--- config.mk ---
export PLATFORM = sky130hd
export DESIGN_NAME = alu_issue_ctrl
export DESIGN_NICKNAME = d
export VERILOG_FILES = /design/src/rtl/alu_issue_ctrl.sv
export SDC_FILE = /design/constraint.sdc
export NUM_CORES = 1
export LEC_CHECK = 0
export CAP_MARGIN = 40
export CORE_UTILIZATION = 40
export CTS_CLUSTER_DIAMETER = 60
export DETAILED_ROUTE_END_ITERATION = 10
export PLACE_DENSITY = 0.83
export SYNTH_ARGS = -nofsm -noshare
export SYNTH_HDL_FRONTEND = slang
export SYNTH_SLANG_ARGS = --single-unit
export TNS_END_PERCENT = 30
--- constraint.sdc ---
create_clock -name clk -period 4.18 [get_ports clk]
set_clock_uncertainty 0.15 [all_clocks]
set_input_delay 0.418 -clock clk [delete_from_list [all_inputs] [get_ports clk]]
set_output_delay 0.418 -clock clk [all_outputs]
set_load 0.005 [all_outputs]
--- src/rtl/alu_issue_ctrl.sv ---
// alu_issue_ctrl: issues one op at a time to an external ALU, times its latency.
// Define ALU_ISSUE_FORWARD_EN to forward the last captured result to operands.
module alu_issue_ctrl #(
  parameter int DATA_WIDTH     = 32,
  parameter int REG_ADDR_WIDTH = 5,
  parameter int MUL_LATENCY    = 5,
  parameter int ALU_LATENCY    = 1
) (
  input  logic                      clk,
  input  logic                      reset,
  input  logic                      in_valid,
  output logic                      in_ready,
  input  logic [1:0]                in_op,
  input  logic [DATA_WIDTH-1:0]     in_first,
  input  logic [DATA_WIDTH-1:0]     in_second,
  input  logic [REG_ADDR_WIDTH-1:0] in_rs1,
  input  logic [REG_ADDR_WIDTH-1:0] in_rs2,
  input  logic [REG_ADDR_WIDTH-1:0] in_rd,
  output logic [DATA_WIDTH-1:0]     alu_first,
  output logic [DATA_WIDTH-1:0]     alu_second,
  output logic [1:0]                alu_op,
  input  logic [DATA_WIDTH-1:0]     alu_result,
  input  logic                      alu_zero,
  output logic                      out_valid,
  input  logic                      out_ready,
  output logic [DATA_WIDTH-1:0]     out_result,
  output logic                      out_zero,
  output logic [REG_ADDR_WIDTH-1:0] out_rd,
  output logic                      busy
);

  typedef enum logic [1:0] {
    IDLE,
    EXEC,
    WAIT_OUT
  } state_t;

  state_t                    state;
  logic [3:0]                cnt;
  logic [REG_ADDR_WIDTH-1:0] rd_q;
  logic                      accept;
  logic                      capture;
  logic [3:0]                lat_m1;
  logic [DATA_WIDTH-1:0]     first_n;
  logic [DATA_WIDTH-1:0]     second_n;

  assign in_ready = (state == IDLE) ||
                    ((state == WAIT_OUT) && out_ready);
  assign accept   = in_valid && in_ready;
  assign capture  = (state == EXEC) && (cnt == 4'd0);
  assign busy     = (state != IDLE);
  assign lat_m1   = (in_op == 2'b10) ? 4'(MUL_LATENCY - 1)
                                     : 4'(ALU_LATENCY - 1);

`ifdef ALU_ISSUE_FORWARD_EN
  logic fwd_valid;
  logic fwd1;
  logic fwd2;

  assign fwd1 = fwd_valid && (in_rs1 == out_rd) && (in_rs1 != '0);
  assign fwd2 = fwd_valid && (in_rs2 == out_rd) && (in_rs2 != '0);
  assign first_n  = fwd1 ? out_result : in_first;
  assign second_n = fwd2 ? out_result : in_second;

  always_ff @(posedge clk) begin
    if (reset) begin
      fwd_valid <= 1'b0;
    end else if (capture) begin
      fwd_valid <= 1'b1;
    end
  end
`else
  logic unused_rs;

  assign unused_rs = ^{in_rs1, in_rs2};
  assign first_n   = in_first;
  assign second_n  = in_second;
`endif

  always_ff @(posedge clk) begin
    if (reset) begin
      state      <= IDLE;
      cnt        <= '0;
      rd_q       <= '0;
      alu_first  <= '0;
      alu_second <= '0;
      alu_op     <= '0;
      out_valid  <= 1'b0;
      out_result <= '0;
      out_zero   <= 1'b0;
      out_rd     <= '0;
    end else begin
      if (accept) begin
        alu_first  <= first_n;
        alu_second <= second_n;
        alu_op     <= in_op;
        rd_q       <= in_rd;
        cnt        <= lat_m1;
      end
      unique case (state)
        IDLE: begin
          if (accept) state <= EXEC;
        end
        EXEC: begin
          if (capture) begin
            out_result <= alu_result;
            out_zero   <= alu_zero;
            out_rd     <= rd_q;
            out_valid  <= 1'b1;
            state      <= WAIT_OUT;
          end else begin
            cnt <= cnt - 4'd1;
          end
        end
        WAIT_OUT: begin
          // A fresh accept here chains straight into EXEC.
          if (out_ready) begin
            out_valid <= 1'b0;
            state     <= accept ? EXEC : IDLE;
          end
        end
        default: begin
          state     <= IDLE;
          out_valid <= 1'b0;
        end
      endcase
    end
  end

endmodule
==> run summary <==
Fillers: 756
Layout Cells excl Fill: 869
Worst Path Max Fanout: 4
Yosys top cell area share: 0.566
Die W: 103 um
Sequential cell area: 2320 um2
Die footprint: 10700 um2
Worst EP arrival: 1.78 ns
CTS Root Cell: clkbuf_8
Status: finished, final reports clean
DR vias/cell: 4.86
Initial antenna violation count: 0
Sw frac: 0.228
Yosys warning count: 0
Setup crit start kind: primary input
Post-Place Cells: 837
Setup_tns: 0 ns
Core ar.: 9860 um2
Reg power frac: 0.379
Comb pwr share: 0.138
Worst-path clk slew: 0.06 ns
Initial cell density of the core: 0.416
Pins Over Slew Limit: 0
CP Capture Type: primary output
Worst slew margin: 0.587
Leakage: 2.56 nW
Area used by multi-input combinational logic: 1620 um2
Clock power share: 0.483
CTS max path bufs: 2
Req. time, crit path: 3.61 ns
Min Tclk post-route: 2.35 ns
CTS tree: done
Yosys reg bits: 116
Ant. Diodes: 0
Endpoints failing hold: 0
PnR worst setup slack: 1.83 ns
Area delta synth->final: 69.5%
Tcrit/Tclk final: 0.561
DRC violations left: 0
First-pass GRT wire length: 18600 um
Yosys cell types: 26
Final wirelength: 12200 um
IO Count: 225
Final setup fails: 0
Pwr dens: 461 nW/um2
Final HPWL DP: 8400 um
Post-CTS Hold Fix Bufs: 0
Port bufs: 214
Layout Nets: 843
Worst VDD drop: 277 uV
TritonRoute pass-1 iters: 4
Vias: 4223
Crit Path Category: in2out
Synth area leaders: dfxtp_1 (57%), nand2_1 (20%), a21oi_1 (14%)
Post-CTS Setup Repair Bufs: 0
Total power: 0.00321 W
Pin count of the biggest net entering global routing: 85
Synth area leader: dfxtp_1
Worst Tran Pin Value: 0.618 ns
CTS sink count: 116
Post_cts resized: 0
Cell Area, Synth: 4100 um2
Vias in the first global route: 4214
Core Util, Final: 0.705
Internal power: 0.00248 W
Max-cap check violation count: 0
Total Routing Usage GR: 0.229
Fmax: 426 MHz
Num rows: 36
Register area share after synthesis: 0.566
DIE HEIGHT: 103 um
Post-DR wirelength/cell: 14.1 um
Final ANT Viol Nets: 0
Layout cells sized above 1: 0.0625
Net switching power: 0.000732 W
Place WS: 1.59 ns
Avg Inst Size Synth: 7.89 um2
DRT iter0 DRCs: 98
Gr ovfl total: 0
CTS Buf Count: 17
RSZ-0062 raised after global routing: no
H-Tree Depth: 4
Syn nets: 640
Clk Latency, worst-skew pair: 0.51 ns
HP Class: in2reg
Post-Syn Instances: 520
GPL Wtd Cong: 0.814
[per-layer routing]
metal	up-vias	wire length (um)	GRT usage
met5	-	0	0
met4	0	453	0.132
met3	44	1200	0.103
met2	186	5880	0.395
met1	1912	4690	0.230
li1	2081	-	-
[logic make-up after synthesis]
kind of cell             count (synthesis)  share of synthesized area
AO/OA/AOI/OAI                          118                      0.148
adder cells (fa/ha/maj)                  2                    0.00610
buffers and inverters                   38                     0.0409
flip-flops                             116                      0.566
AND/OR/NAND/NOR                        246                      0.239
[registers in the layout, indices dropped and copies added (netlist names)]
name and count:
out_zero 1, out_valid 1, out_result 32, alu_op 2
cnt 4, alu_second 32, state 2, alu_first 32
rd_q 5, out_rd 5
[power groups by stage]
stage          Combinational (W)  Clock [W]  Sequential (W)
4_1_cts                 0.000449    0.00157         0.00122
6_report                0.000443    0.00155         0.00122
3_5_place_dp            0.000445          0         0.00124
3_3_place_gp            0.000429          0         0.00123
2_1_floorplan           0.000165          0         0.00124
5_1_grt                 0.000488    0.00163         0.00122
[synth_stat cells, drive strengths merged]
cell type    n
o21ai        2
ha           2
nor2b        4
inv          2
clkbuf      22
and2         1
o21ba        1
nand2b       2
a21oi      112
nor2         6
buf         14
nor4         1
o31a         1
nor3         6
a31oi        1
or2          1
nor3b        1
nand2      221
or3b         1
a22oi        1
nand3b       2
dfxtp      116
[critical path, stage by stage]
cell	delay [ns]
clkdlybuf4s50_1	0.47
nand2b_1	0.20
nor2b_1	0.16
clkdlybuf4s50_1	0.53
[cell usage in the layout (no fill, tap or decap), types with 4 or more instances in the layout]
cell type / count
nor2b_1: 4
nand2_1: 220
nor2_1: 5
clkbuf_16: 16
buf_4: 6
clkdlybuf4s50_1: 213
bufinv_16: 5
nor3_1: 6
dfxtp_1: 116
a21oi_1: 112
[per-stage QoR]
stage               hold WS [ns]  area, um2
floorplan                  0.282       4100
global placement           0.287       6290
detailed placement         0.296       6320
CTS                        0.142       6950
global route               0.163       6950
finish                     0.165       6950
[final cells by class]
| class | count | area share |
|---|---|---|
| clock buffers | 19 | 0.0621 |
| clock inverters | 13 | 0.0295 |
| inverters | 2 | 0.00108 |
| multi-input cells | 366 | 0.232 |
| flip-flops and latches | 116 | 0.334 |
| well taps | 133 | 0.0239 |
| repair buffers | 220 | 0.317 |
[final timing paths]
check                              startpoint              to  slack (ns)  depth (start not counted)
worst max register to register       state[1]  alu_second[11]        2.14                          5
worst min register to register  alu_second[6]   alu_second[6]        0.30                          2
worst max-delay path                out_ready        in_ready        1.83                          4
worst min-delay path                    reset  out_result[29]        0.17                          2
Note: power is estimated with default switching activity, not from simulation.
